[src/rtl/divider_sched.sv]
// Round-robin scheduler sharing one clock divider among NREQ requesters.
// Each granted job gets a gated run_clk of exactly `cycles` full divider periods.
module divider_sched #(
  parameter int WIDTH  = 24,
  parameter int NREQ   = 4,
  parameter int CWIDTH = 16
) (
  input  logic                     clk_in,
  input  logic                     reset,
  input  logic [NREQ-1:0]          req,
  input  logic [NREQ*WIDTH-1:0]    req_load,
  input  logic [NREQ*CWIDTH-1:0]   req_cycles,
  output logic [NREQ-1:0]          gnt,
  output logic [NREQ-1:0]          done,
  output logic                     busy,
  output logic [WIDTH-1:0]         div_load,
  input  logic                     div_clk,
  output logic                     run_clk
);

  localparam int PW = (NREQ > 1) ? $clog2(NREQ) : 1;

  typedef enum logic [1:0] {IDLE, ARM, RUN, DONE} state_t;

  state_t            state, state_nxt;
  logic [PW-1:0]     ptr, win;
  logic              win_vld;
  logic [WIDTH-1:0]  win_load;
  logic [CWIDTH-1:0] win_cycles, cycles_q;
  logic [CWIDTH:0]   tgl_cnt, cnt_inc;
  logic              div_clk_q, phase, arm_entry, run_entry;
  logic              toggle, last_toggle;

  assign toggle      = div_clk ^ div_clk_q;
  assign cnt_inc     = tgl_cnt + {{CWIDTH{1'b0}}, 1'b1};
  assign last_toggle = toggle && !run_entry && (cnt_inc == {cycles_q, 1'b0});
  assign busy        = (state != IDLE);
  // The RUN entry cycle is forced low; afterwards phase aligns run_clk to start low.
  assign run_clk     = (state == RUN) && !run_entry && (div_clk ^ phase);

  always_comb begin
    logic [PW:0] sum;
    logic [PW-1:0] idx;
    win_vld = 1'b0;
    win     = '0;
    sum     = '0;
    idx     = '0;
    for (int k = 0; k < NREQ; k++) begin
      sum = {1'b0, ptr} + (PW+1)'(k);
      if (sum >= (PW+1)'(NREQ)) sum = sum - (PW+1)'(NREQ);
      idx = sum[PW-1:0];
      if (!win_vld && req[idx]) begin
        win_vld = 1'b1;
        win     = idx;
      end
    end
    win_load   = req_load[int'(win)*WIDTH +: WIDTH];
    win_cycles = req_cycles[int'(win)*CWIDTH +: CWIDTH];
  end

  always_comb begin
    state_nxt = state;
    case (state)
      IDLE:    if (win_vld) state_nxt = (win_cycles == '0) ? DONE : ARM;
      ARM:     if (toggle && !arm_entry) state_nxt = RUN;
      RUN:     if (last_toggle) state_nxt = DONE;
      DONE:    state_nxt = IDLE;
      default: state_nxt = IDLE;
    endcase
  end

  always_ff @(posedge clk_in) begin
    if (reset) state <= IDLE;
    else       state <= state_nxt;
  end

  always_ff @(posedge clk_in) begin
    if (reset) begin
      gnt       <= '0;
      done      <= '0;
      div_load  <= '1;
      ptr       <= '0;
      cycles_q  <= '0;
      tgl_cnt   <= '0;
      phase     <= 1'b0;
      div_clk_q <= 1'b0;
      arm_entry <= 1'b0;
      run_entry <= 1'b0;
    end else begin
      div_clk_q <= div_clk;
      done      <= '0;
      arm_entry <= 1'b0;
      run_entry <= 1'b0;
      case (state)
        IDLE: if (win_vld) begin
          gnt      <= NREQ'(1) << win;
          cycles_q <= win_cycles;
          ptr      <= (win == PW'(NREQ-1)) ? '0 : win + PW'(1);
          if (win_cycles != '0) begin
            div_load  <= win_load;
            arm_entry <= 1'b1;
          end else begin
            done <= NREQ'(1) << win;
          end
        end
        ARM: if (toggle && !arm_entry) begin
          tgl_cnt   <= '0;
          run_entry <= 1'b1;
        end
        RUN: begin
          if (run_entry) phase <= div_clk;
          else if (toggle) tgl_cnt <= cnt_inc;
          if (last_toggle) done <= gnt;
        end
        DONE: gnt <= '0;
        default: gnt <= '0;
      endcase
    end
  end

endmodule

[config.mk]
export PLATFORM = sky130hd
export DESIGN_NAME = divider_sched
export DESIGN_NICKNAME = d
export VERILOG_FILES = /design/src/rtl/divider_sched.sv
export SDC_FILE = /design/constraint.sdc
export NUM_CORES = 1
export LEC_CHECK = 0
export CAP_MARGIN = 20
export CORE_ASPECT_RATIO = 1.25
export CORE_MARGIN = 10
export CORE_UTILIZATION = 45
export DETAILED_ROUTE_END_ITERATION = 7
export PLACE_DENSITY = 0.82
export SETUP_SLACK_MARGIN = 0.2
export SKIP_LAST_GASP = 1
export SLEW_MARGIN = 40
export SYNTH_ARGS = -nofsm -noshare
export SYNTH_HDL_FRONTEND = slang
export SYNTH_SLANG_ARGS = --single-unit
[constraint.sdc]
create_clock -name clk_in -period 3.2 [get_ports clk_in]
set_input_delay 0.32 -clock clk_in [delete_from_list [all_inputs] [get_ports clk_in]]
set_output_delay 0.32 -clock clk_in [all_outputs]
set_load 0.01 [all_outputs]
Yosys cells after proc, flatten, opt, wreduce, memory -nomap -nowiden --
Index checks and enable logic that the tools add are counted.
Operators by class: add/sub/neg operators 9, multipliers 1, $lt $le $gt $ge 8, eq/ne operators 10, shift operators 3, mux-type cells 38, bitwise gates (word level) 5, reductions and logical operators 27
Operators by type and width (number):
- variable part select 96 x 8 -> 24 bit | 1
- variable part select 64 x 7 -> 16 bit | 1
- 2-to-1 mux 17 bit | 3
- case mux 17 bit (2 select lines) | 1
- 2-to-1 mux 2 bit | 13
- adder 17 x 1 -> 17 bit, second input constant | 1
- == test 17 bit | 1
- logical NOT 16 bit | 1
- 2-to-1 mux 4 bit | 4
- case mux 4 bit (2 select lines) | 2
- nonzero test 16 bit | 1
- less-than comparator 2 x 3 -> 1 bit, second input constant | 4
- 2-to-1 mux 1 bit | 10
- != test 2 bit, second input constant | 5
- greater-or-equal comparator 3 bit, second input constant | 3
- binary-select mux 1 bit (select 2 bit) | 4
- logical AND 1 bit | 8
- case mux 2 bit (4 select lines) | 1
- subtractor 2 x 1 -> 2 bit, second input constant | 4
- adder 2 x 2 -> 3 bit, second input constant | 2
- == test 2 bit, second input constant | 3
- AND reduction 2 bit | 3
- AND reduction 3 bit | 2
- nonzero test 2 bit | 3
- 13 further kinds | 20
Word-level totals: register bits after elaboration 73, logic and storage cells 112

Longest topological paths before layout --
Gate-level depths: netlist of run 1.
depth in word-level cells 19, gate-level depth with buffers 13

Least setup slack after synthesis of run 1 --
No wires, ideal clock.
path type register to register, start register ptr[1], end register div_load[10], arrival 2.563 ns, path slack 0.565 ns, cell stages (with the launch flop) 13, path buffers 3, clock period less this slack 2.635 ns, cells stage by stage dfxtp_1 mux2i_1 o22ai_1 nor2_2 inv_1 clkbuf_1 a211oi_1 o22ai_1 nor4_2 a21o_1 buf_6 buf_12 mux2i_1
Between the ends: cells in the longest elaborated chain, start to end 17, elaborated cells between the ends (all ways) 42, those cells by class 7 x add/sub; 1 x mul; 4 x order compare; 2 x shift; 20 x mux; 8 x reduce/logical
Ends and longest elaborated chain:
- start: declaration | RTL line 26 | logic [PW-1:0] ptr, win;
- start signal: assignment | RTL line 98 | ptr <= (win == PW'(NREQ-1)) ? '0 : win + PW'(1);
- parallel branches: the longest is 17 deep, another holds adder 2 x 1 -> 3 bit
- end signal: assignment | RTL line 100 | div_load <= win_load;
- end: declaration | RTL line 16 | output logic [WIDTH-1:0] div_load,
Several ways; the timed one is not identified. The select of a mux whose other input is x is not followed. A chain may end at the register's enable or synchronous reset.

Worst setup path in the final report of run 1 --
start input req[1], end register div_load[18]
Between the ends: cells in the longest elaborated chain, start to end 15, elaborated cells between the ends (all ways) 27, those cells by class 1 x mul; 2 x shift; 16 x mux; 8 x reduce/logical
Ends and longest elaborated chain:
- start: declaration | RTL line 10 | input logic [NREQ-1:0] req,
- parallel branches: the longest is 15 deep, another holds binary-select mux 1 bit (select 2 bit)
Several ways; the timed one is not identified. The select of a mux whose other input is x is not followed.

==> key figures, run 1 <==
Synth
  • Synth warnings: 0
  • Register bit total from synthesis: 73
  • Top FF cell, synth: dfxtp_1
  • Seq/Total Area, Yosys: 28.6%
  • Syn_nets: 898
  • Compound-Gate Fraction of Synth Area: 19.9%
  • Synth Area per Inst: 7.08 sq um
  • Simple-gate share of the synthesized area: 33.9%
  • Dominant cell type by area after synthesis: dfxtp_1
  • Post-synth top area share: 28.6%
  • Cell area after synthesis: 5110 sq um
  • Largest family of logic cells by synthesized area: simple AND/OR/NAND/NOR gates
  • Synth top cells by count: nand2_1, nor2_1, dfxtp_1
  • FFs w/ async S/R, synth: 0%
  • Number of synthesized flops with an enable pin: 0
  • Fraction of the mapped netlist area in adder cells: 2.20%
  • Synth area leaders: dfxtp_1, nand2_1, and3_1, nor2_1, a211oi_1
  • Mapped Cells: 722
  • Post-synthesis xor/xnor area fraction: 3.43%
  • Multiplexer share of the synthesized area: 4.90%
  • Most common cell in the netlist: nand2_1
  • Distinct cell type count after synthesis: 59

Clock network
  • Clk Tree Root Cell: clkbuf_16
  • Num Clock Sinks: 73
  • H-tree lvl count: 3
  • Clock buffer count from CTS: 9
  • CTS max path bufs: 2
  • Reg clk slew, reported paths: 0.06 ns
  • CTS tree: done
  • # hold bufs at CTS: 0
  • Worst-Skew Late Latency: 0.34 ns

Detailed routing
  • Detailed-route DRC error count: 0
  • Initial DRT Pass Iterations: 4
  • Initial drt markers: 356
  • Detailed-route via count: 6056
  • Final wirelength: 20900 um
  • Avg WL per Cell: 19.9 um
  • Antenna-violating nets left: 0
  • Vias/cell: 5.77

Worst setup path
  • Worst EP arrival: 3.20 ns
  • Nature of the critical path endpoint: register
  • Startpoint types: primary input
  • CP max FO: 32
  • Reg2reg path depth: 10
  • Crit Path Class: primary input to register
  • Worst Path Required: 3.47 ns

Flow run
  • MaxCap Viol Count: 0

Placement
  • # placed instances: 1030
  • DPL Wire Length: 16300 um
  • Gpl congestion: 0.947
  • Port-buffer cells: 200

Die
  • Die Ht: 139 um
  • DIE AREA: 16000 sq um
  • CORE AREA: 11100 sq um
  • Starting Density: 46.1%
  • Die Width: 115 um
  • Row count: 43
  • Ports: 201

Power
  • Pwr Total: 5.65 mW
  • Cell Pwr Density: 730 nW/um^2
  • Maximum VDD drop: 0.407 mV
  • Lkg Pwr: 3.09 nW

STA
  • Relative slew slack: 65.8%
  • Period utilization: 91.5%
  • Setup violations, final: 0
  • Pins Over Slew Limit: 0
  • Post-route minimum period: 2.93 ns
  • Highest clock rate: 341 MHz
  • Fin. Hold Viols: 0
  • WHS: 0.417 ns
  • RSZ-0062 raised after global routing: no
  • Worst-Margin Slew: 0.508 ns
  • Setup Skew: 0.00587 ns

GRT
  • First-pass GRT wire length: 32000 um
  • Total GRT Usage: 24.7%
  • Vias in the first global route: 6290
  • Pin count of the biggest net entering global routing: 51
  • Initial antenna violation count: 0
  • Gr ovfl total: 0

Hold path
  • HP Class: primary input to register
  • Worst hold path stage count: 2

Layout
  • Syn-to-layout area delta: 51.6%
  • Nets: 1085
  • Antenna cells: 0
  • Filler cells: 920
  • Layout cells sized above 1: 8.21%
  • Core Util, Final: 69.9%
  • Non-filler cells in the finished layout: 1049

Run status
  • Status: completed
-- worst max-delay path: stages --
cell,delay [ns]
clkdlybuf4s50_1,0.54
nor2b_1,0.07
a221o_2,0.41
buf_12,0.17
and3_1,0.18
a211oi_2,0.30
o22ai_1,0.17
nor4_2,0.31
a21o_2,0.28
clkbuf_16,0.22
mux2i_1,0.20
-- registers in the layout, summed over array words and instances (netlist names) --
register and count:
ptr 2, tgl_cnt 17, done 4, phase 1, div_clk_q 1, div_load 24, gnt 4, run_entry 1
arm_entry 1, state 2, cycles_q 16
-- final timing paths --
| path | from | end | slack [ns] |
|---|---|---|---|
| worst min register to register | cycles_q[8] | cycles_q[8] | 0.47 |
| worst min-delay path | reset | gnt[2] | 0.42 |
| worst max register to register | ptr[1] | div_load[18] | 0.34 |
| worst max-delay path | req[1] | div_load[18] | 0.27 |
-- repair_timing --
| action | CTS | global route |
|---|---|---|
| cloned | 0 | 2 |
| buffers inserted | 0 | 1 |
| gates resized for setup | 2 | 16 |
| endpoints found under the setup margin | 26 | 30 |
| pin swaps | 0 | 4 |
-- cells by family after synthesis --
logic type | Yosys count
muxes | 25
DFF | 73
xor gates and xnor gates | 20
and+or+nand+nor | 367
AOI/OAI and AO/OA | 156
adders and majority gates | 9
buffers and inverters | 72
-- layer usage --
| layer | vias to the layer above | wire length [um] | track usage (%) |
|---|---|---|---|
| li1 | 2930 | - | - |
| met1 | 2813 | 7140 | 23.4 |
| met2 | 261 | 11200 | 45.5 |
| met3 | 52 | 1720 | 8.83 |
| met4 | 0 | 818 | 11.5 |
| met5 | - | 0 | 0 |
-- cell usage in the layout (no fill, tap or decap), types with 7 or more instances in the layout --
| cell type | netlist | layout |
|---|---|---|
| nand2_1 | 153 | 153 |
| o22ai_1 | 10 | 10 |
| o21ai_0 | 14 | 14 |
| mux2i_1 | 25 | 25 |
| a21oi_1 | 42 | 41 |
| or3_1 | 17 | 17 |
| a211oi_1 | 36 | 27 |
| clkdlybuf4s50_1 | 0 | 198 |
| and3_1 | 62 | 62 |
| buf_4 | 0 | 28 |
| clkbuf_16 | 0 | 11 |
| xnor2_1 | 15 | 15 |
| a31oi_1 | 28 | 28 |
| dfxtp_1 | 73 | 73 |
| nor3_1 | 15 | 14 |
| nor2_1 | 74 | 74 |
| nand3_1 | 12 | 12 |
| ha_1 | 9 | 9 |
| a211oi_2 | 2 | 11 |
| inv_1 | 13 | 13 |
| nand4_1 | 7 | 7 |
-- power by group --
group	switching, mW	internal, mW
Clock	0.410	0.706
Sequential	0.200	1.19
Combinational	1.71	1.45
Total	2.32	3.34
-- cell type report --
type / count / area, sq um / share of cell area [%]
clock buffer: 10 / 239 / 3.09
clock inverter: 6 / 90.1 / 1.16
inverter: 14 / 57.6 / 0.743
multi-input combinational: 577 / 3370 / 43.6
sequential: 73 / 1460 / 18.9
tap: 135 / 169 / 2.18
timing repair buffer: 234 / 2350 / 30.4
-- metrics by stage --
step	setup slack, ns	setup TNS (ns)	cell area (sq um)
2_1_floorplan	0.565	0	5110
3_3_place_gp	-0.0538	-1.24	7270
3_5_place_dp	-0.228	-4.30	7270
4_1_cts	0.194	0	7610
5_1_grt	0.216	0	7750
6_report	0.270	0	7750
No activity file was read; power rests on OpenSTA's default activity.
==> inputs of run 2 (changes only) <==
--- a/config.mk
+++ b/config.mk
@@ -17,3 +17,4 @@
 export SYNTH_ARGS = -nofsm -noshare
 export SYNTH_HDL_FRONTEND = slang
 export SYNTH_SLANG_ARGS = --single-unit
+export TNS_END_PERCENT = 1
==> key figures, run 2 (synthesized netlist as in run 1, its figures left out) <==
Detailed routing
  • Detailed-route via count: 6078 (+0.36%)
  • Final wirelength: 20900 um (about the same)
  • Initial drt markers: 339 (-4.8%)
  • Vias/cell: 5.79 (+0.36%)
  • Initial DRT Pass Iterations: 7 (+3)
  • Avg WL per Cell: 19.9 um (about the same)
  • Antenna-violating nets left: 0 (unchanged)
  • Detailed-route DRC error count: 0 (unchanged)

Power
  • Sw frac: 40.9% (about the same)
  • Logic pwr share: 55.6% (-0.2 points)
  • Maximum VDD drop: 0.409 mV (+0.66%)
  • P_sw: 2.31 mW (-0.16%)
  • Cell Pwr Density: 730 nW/um^2 (about the same)
  • Lkg Pwr: 3.09 nW (about the same)
  • Internal Dissipation: 3.33 mW (about the same)
  • Flop pwr share: 24.5% (about the same)
  • Pwr Total: 5.65 mW (-0.11%)
  • Clock power share: 19.8% (about the same)

Placement
  • Post-DP Area: 7270 sq um (unchanged)
  • Setup WS pre-CTS: -0.228 ns (unchanged)
  • Gpl congestion: 0.947 (unchanged)
  • # placed instances: 1030 (unchanged)
  • Port-buffer cells: 200 (unchanged)
  • DPL Wire Length: 16300 um (unchanged)

Die
  • Die Width: 115 um (unchanged)
  • Ports: 201 (unchanged)
  • DIE AREA: 16000 sq um (unchanged)
  • Row count: 43 (unchanged)
  • CORE AREA: 11100 sq um (unchanged)
  • Starting Density: 46.1% (unchanged)
  • Die Ht: 139 um (unchanged)

Worst setup path
  • CP max-delay cell: clkdlybuf4s50_1
  • Worst-path cell chain: clkdlybuf4s50_1 > nor2b_1 > a221o_2 > buf_12 > and3_1 > a211oi_2 > o22ai_1 > nor4_2 > a21o_2 > clkbuf_16 > mux2i_1
  • Crit Path Class: primary input to register
  • Worst Path Buf+Inv: 3 (unchanged)
  • Worst EP arrival: 3.22 ns (+0.02 ns)
  • Crit path from: req[1]
  • Worst Path Required: 3.47 ns (about the same)
  • Reg2reg start: ptr[1]
  • Reg-to-reg slack, setup: 0.34 ns (about the same)
  • Critical path's largest stage delay: 0.54 ns (about the same)
  • CP max FO: 32 (unchanged)
  • Startpoint types: primary input
  • Delay-heaviest family, CP: compound AO/OA/AOI/OAI gates
  • Nature of the critical path endpoint: register

Clock network
  • H-tree lvl count: 3 (unchanged)
  • Reg clk slew, reported paths: 0.06 ns (about the same)
  • Clock buffer count from CTS: 9 (unchanged)
  • Worst-Skew Late Latency: 0.34 ns (about the same)
  • CTS max path bufs: 2 (unchanged)
  • # hold bufs at CTS: 0 (unchanged)
  • CTS tree: done
  • Num Clock Sinks: 73 (unchanged)
  • Clk Tree Root Cell: clkbuf_16

Layout
  • Design area: 7740 sq um (-0.13%)
  • Commonest non-fill, non-tap cell in the layout: clkdlybuf4s50_1
  • Biggest regs: div_load (24), tgl_cnt (17), cycles_q (16)
  • Syn-to-layout area delta: 51.4%
  • Commonest cells after routing, fill and taps aside: clkdlybuf4s50_1, nand2_1, nor2_1, dfxtp_1, and3_1
  • Antenna cells: 0 (unchanged)
  • Non-filler cells in the finished layout: 1049 (unchanged)
  • Most flops, register: div_load
  • Layout cells sized above 1: 7.99% (-0.22 points)
  • Nets: 1085 (unchanged)
  • Largest register FFs: 24 (unchanged)
  • Core Util, Final: 69.8% (-0.090 points)

Flow run
  • MaxCap Viol Count: 0 (unchanged)

GRT
  • Total GRT Usage: 24.7% (unchanged)
  • Pin count of the biggest net entering global routing: 51 (unchanged)
  • Gr ovfl total: 0 (unchanged)
  • Vias in the first global route: 6290 (unchanged)
  • Initial antenna violation count: 0 (unchanged)
  • First-pass GRT wire length: 32000 um (unchanged)

STA
  • Post-route minimum period: 2.95 ns (+0.0162 ns)
  • Worst-Margin Slew: 0.505 ns (-0.00241 ns)
  • Setup violations, final: 0 (unchanged)
  • Relative slew slack: 66.0% (+0.16 points)
  • Period utilization: 92.1% (+0.51 points)
  • RSZ-0062 raised after global routing: yes
  • TNS Setup: 0 ns (unchanged)
  • Pins Over Slew Limit: 0 (unchanged)
  • Setup Skew: 0.00573 ns (-0.000136 ns)
  • Highest clock rate: 339 MHz (-0.55%)
  • Final worst slack: 0.254 ns (-0.0162 ns)
  • Fin. Hold Viols: 0 (unchanged)
  • WHS: 0.417 ns (+0.000477 ns)

Run status
  • Status: completed

Hold path
  • Worst Min Path Start: reset
  • HP Class: primary input to register
## run 2: changes by cell type in the layout (fill, tap and decap cells not counted)
cell and delta:
a211oi_2 -2, a211oi_1 +2
## run 2: area by class of cell
| cell class | count | area, sq um |
|---|---|---|
| multi-input combinational | 577 | 3360 |
| fill | 921 | 3350 |
| timing repair buffer | 234 | 2350 |
| clock inverter | 6 | 90.1 |
| clock buffer | 10 | 239 |
| inverter | 14 | 57.6 |
| tap | 135 | 169 |
| sequential | 73 | 1460 |
## run 2: layer usage
metal,GRT usage [%],up-vias,wire (um)
met1,23.4,2821,7120
met5,0,-,0
li1,-,2936,-
met4,11.5,0,812
met2,45.5,272,11200
met3,8.83,49,1740
## run 2: path summary, 6_finish.rpt
kind             endpoint  cells after the start
min                gnt[2]                      2
min reg2reg   cycles_q[8]                      2
max          div_load[18]                     11
max reg2reg  div_load[18]                     10
## run 2: what timing repair did
action,4_1_cts,5_1_grt
cloned,0,2
pin swaps,0,4
gates resized for setup,2,14
buffers inserted,0,1
endpoints found under the hold margin,0,0
setup endpoints to repair,26,30
## run 2: power groups by stage
stage          logic, mW  clock network (mW)  registers, mW
2_1_floorplan       1.83                   0           1.43
3_3_place_gp        2.88                   0           1.38
3_5_place_dp        2.97                   0           1.40
4_1_cts             2.99                1.13           1.38
5_1_grt             3.40                1.17           1.41
6_report            3.14                1.12           1.38
==> inputs of run 3 (changes only) <==
--- a/config.mk
+++ b/config.mk
@@ -8,9 +8,8 @@
 export CAP_MARGIN = 20
 export CORE_ASPECT_RATIO = 1.25
 export CORE_MARGIN = 10
-export CORE_UTILIZATION = 45
+export CORE_UTILIZATION = 25
 export DETAILED_ROUTE_END_ITERATION = 7
-export PLACE_DENSITY = 0.82
 export SETUP_SLACK_MARGIN = 0.2
 export SKIP_LAST_GASP = 1
 export SLEW_MARGIN = 40
==> constraint.sdc (replaced) <==
create_clock -name clk_in -period 2.9 [get_ports clk_in]
set_input_delay 0.29 -clock clk_in [delete_from_list [all_inputs] [get_ports clk_in]]
set_output_delay 0.29 -clock clk_in [all_outputs]
set_load 0.01 [all_outputs]
==> key figures, run 3 (synthesized netlist as in run 1, its figures left out) <==
Worst setup path
  • CP max-delay cell: dfxtp_4
  • Startpoint types: register
  • Crit Path Class: register to register
  • Worst Path Required: 3.17 ns (-0.30 ns)
  • Nature of the critical path endpoint: register
  • Worst EP arrival: 3.02 ns (-0.20 ns)
  • Delay-heaviest family, CP: compound AO/OA/AOI/OAI gates
  • Worst Path Buf+Inv: 4 (+1)
  • CP max FO: 10 (-69%)
  • Critical path's largest stage delay: 0.38 ns (-0.16 ns)
  • Worst-path cell chain: mux2i_2 > o22ai_2 > nor2_4 > inv_2 > buf_12 > buf_6 > a211oi_4 > o22ai_2 > nor4_2 > a21o_2 > clkbuf_16 > mux2i_1
  • Most used cell, CP: o22ai_2

Detailed routing
  • Detailed-route DRC error count: 0 (unchanged)
  • Detailed-route via count: 5989 (-1.5%)
  • Final wirelength: 21300 um (+2.1%)
  • Avg WL per Cell: 17.5 um (-12%)
  • Initial drt markers: 301 (-11%)
  • Initial DRT Pass Iterations: 7 (unchanged)
  • Vias/cell: 4.93 (-15%)
  • Antenna-violating nets left: 0 (unchanged)

Power
  • Lkg Pwr: 3.37 nW (+9.1%)
  • Cell Pwr Density: 801 nW/um^2 (+9.7%)
  • Logic pwr share: 59.2% (+3.6 points)
  • P_sw: 2.80 mW (+21%)
  • Clock power share: 18.2% (-1.6 points)
  • Flop pwr share: 22.5% (-2.0 points)
  • Sw frac: 40.9% (about the same)
  • Internal Dissipation: 4.05 mW (+21%)
  • Maximum VDD drop: 0.353 mV (-14%)

Die
  • Row count: 58 (+35%)
  • Ports: 201 (unchanged)
  • Die Ht: 180 um (+29%)
  • CORE AREA: 20100 sq um (+81%)
  • Starting Density: 25.4% (-21 points)
  • DIE AREA: 26600 sq um (+66%)
  • Die Width: 148 um (+28%)

GRT
  • First-pass GRT wire length: 31200 um (-2.5%)
  • Initial antenna violation count: 2 (+2)
  • Total GRT Usage: 14.4% (-10 points)
  • Gr ovfl total: 0 (unchanged)
  • Vias in the first global route: 5913 (-6.0%)
  • Pin count of the biggest net entering global routing: 51 (unchanged)

Layout
  • Syn-to-layout area delta: 67.6%
  • Commonest cells after routing, fill and taps aside: clkdlybuf4s50_1, nand2_1, nor2_1, dfxtp_1, and3_1
  • Nets: 1115 (+2.8%)
  • Filler cells: 2010 (+120%)
  • Commonest non-fill, non-tap cell in the layout: clkdlybuf4s50_1
  • Non-filler cells in the finished layout: 1216 (+16%)
  • Multi-input logic area: 3700 sq um (+10%)
  • Biggest regs: div_load (24), tgl_cnt (17), cycles_q (16)
  • Most flops, register: div_load
  • Layout cells sized above 1: 14.9% (+6.9 points)
  • Reg area: 1470 sq um (+0.51%)
  • Largest register FFs: 24 (unchanged)

STA
  • Post-route minimum period: 2.75 ns
  • Fin. Hold Viols: 0 (unchanged)
  • Period utilization: 94.8%
  • Highest clock rate: 364 MHz
  • Setup violations, final: 0 (unchanged)
  • Worst-Margin Slew: 0.517 ns (+0.0116 ns)
  • Pins Over Slew Limit: 0 (unchanged)
  • Relative slew slack: 65.6% (-0.42 points)
  • TNS Setup: 0 ns (unchanged)
  • RSZ-0062 raised after global routing: yes
  • WHS: 0.248 ns (-0.169 ns)
  • Setup Skew: 0.00863 ns (+0.00290 ns)

Clock network
  • Worst-Skew Late Latency: 0.35 ns (about the same)
  • # hold bufs at CTS: 0 (unchanged)
  • CTS max path bufs: 2 (unchanged)
  • Clk Tree Root Cell: clkbuf_16
  • Num Clock Sinks: 73 (unchanged)
  • Clock buffer count from CTS: 9 (unchanged)
  • CTS tree: done
  • Reg clk slew, reported paths: 0.06 ns (about the same)
  • H-tree lvl count: 3 (unchanged)

Flow run
  • MaxCap Viol Count: 0 (unchanged)

Hold path
  • HP Class: primary input to register

Placement
  • # placed instances: 1180 (+15%)
  • DPL Wire Length: 15800 um (-2.7%)
  • Gpl congestion: 0.866 (-8.5%)
  • Port-buffer cells: 200 (unchanged)

Run status
  • Status: completed
-- run 3: changes by cell type in the layout (fill, tap and decap cells not counted), sizes merged --
cell	previous run	this run
clkbuf	12	15
clkdlybuf4s50	198	196
buf	33	60
diode	0	2
dlymetal6s2s	1	3
-- run 3: stage by stage --
step / setup slack, ns / power, mW / instance area [sq um] / util, %
5_1_grt: 0.0302 / 7.29 / 8560 / 42.6
6_report: 0.152 / 6.85 / 8560 / 42.6
4_1_cts: 0.160 / 6.19 / 7980 / 39.7
3_5_place_dp: -0.316 / 4.88 / 7570 / 37.6
2_1_floorplan: 0.265 / 3.59 / 5110 / -
3_3_place_gp: -0.254 / 4.86 / 7570 / 37.6
-- run 3: cell type report --
| type | count | area share, % |
|---|---|---|
| flip-flops and latches | 73 | 17.2 |
| repair buffers | 264 | 31.1 |
| inverters | 14 | 0.643 |
| diodes | 2 | 0.0585 |
| clock buffers | 10 | 2.79 |
| clock inverters | 6 | 1.05 |
| well taps | 270 | 3.95 |
| multi-input cells | 577 | 43.2 |
-- run 3: path summary, 6_finish.rpt --
check	start	end	slack, ns	depth (start not counted)
worst min register to register	cycles_q[5]	cycles_q[5]	0.47	2
worst max register to register	ptr[1]	div_load[0]	0.15	12
worst max-delay path	ptr[1]	div_load[0]	0.15	12
worst min-delay path	reset	state[1]	0.25	2
-- run 3: repair_timing --
item	in CTS	in global routing
setup buffers	0	12
gates resized for setup	16	64
cloned	0	6
endpoints found under the setup margin	30	32
pin swaps	7	29
-- run 3: power groups by stage --
stage	Clock, mW	Sequential, mW	Combinational, mW
final	1.25	1.54	4.06
after global routing	1.30	1.59	4.40
after CTS	1.27	1.54	3.38
after detailed placement	0	1.56	3.32
after global placement	0	1.55	3.31
after floorplan	0	1.57	2.01
-- run 3: layer usage --
metal	wire [um]	up-vias	global-route usage, %
li1	-	2979	-
met1	8000	2756	14.8
met2	11000	214	26.0
met3	1790	40	5.58
met4	557	0	5.08
met5	0	-	0
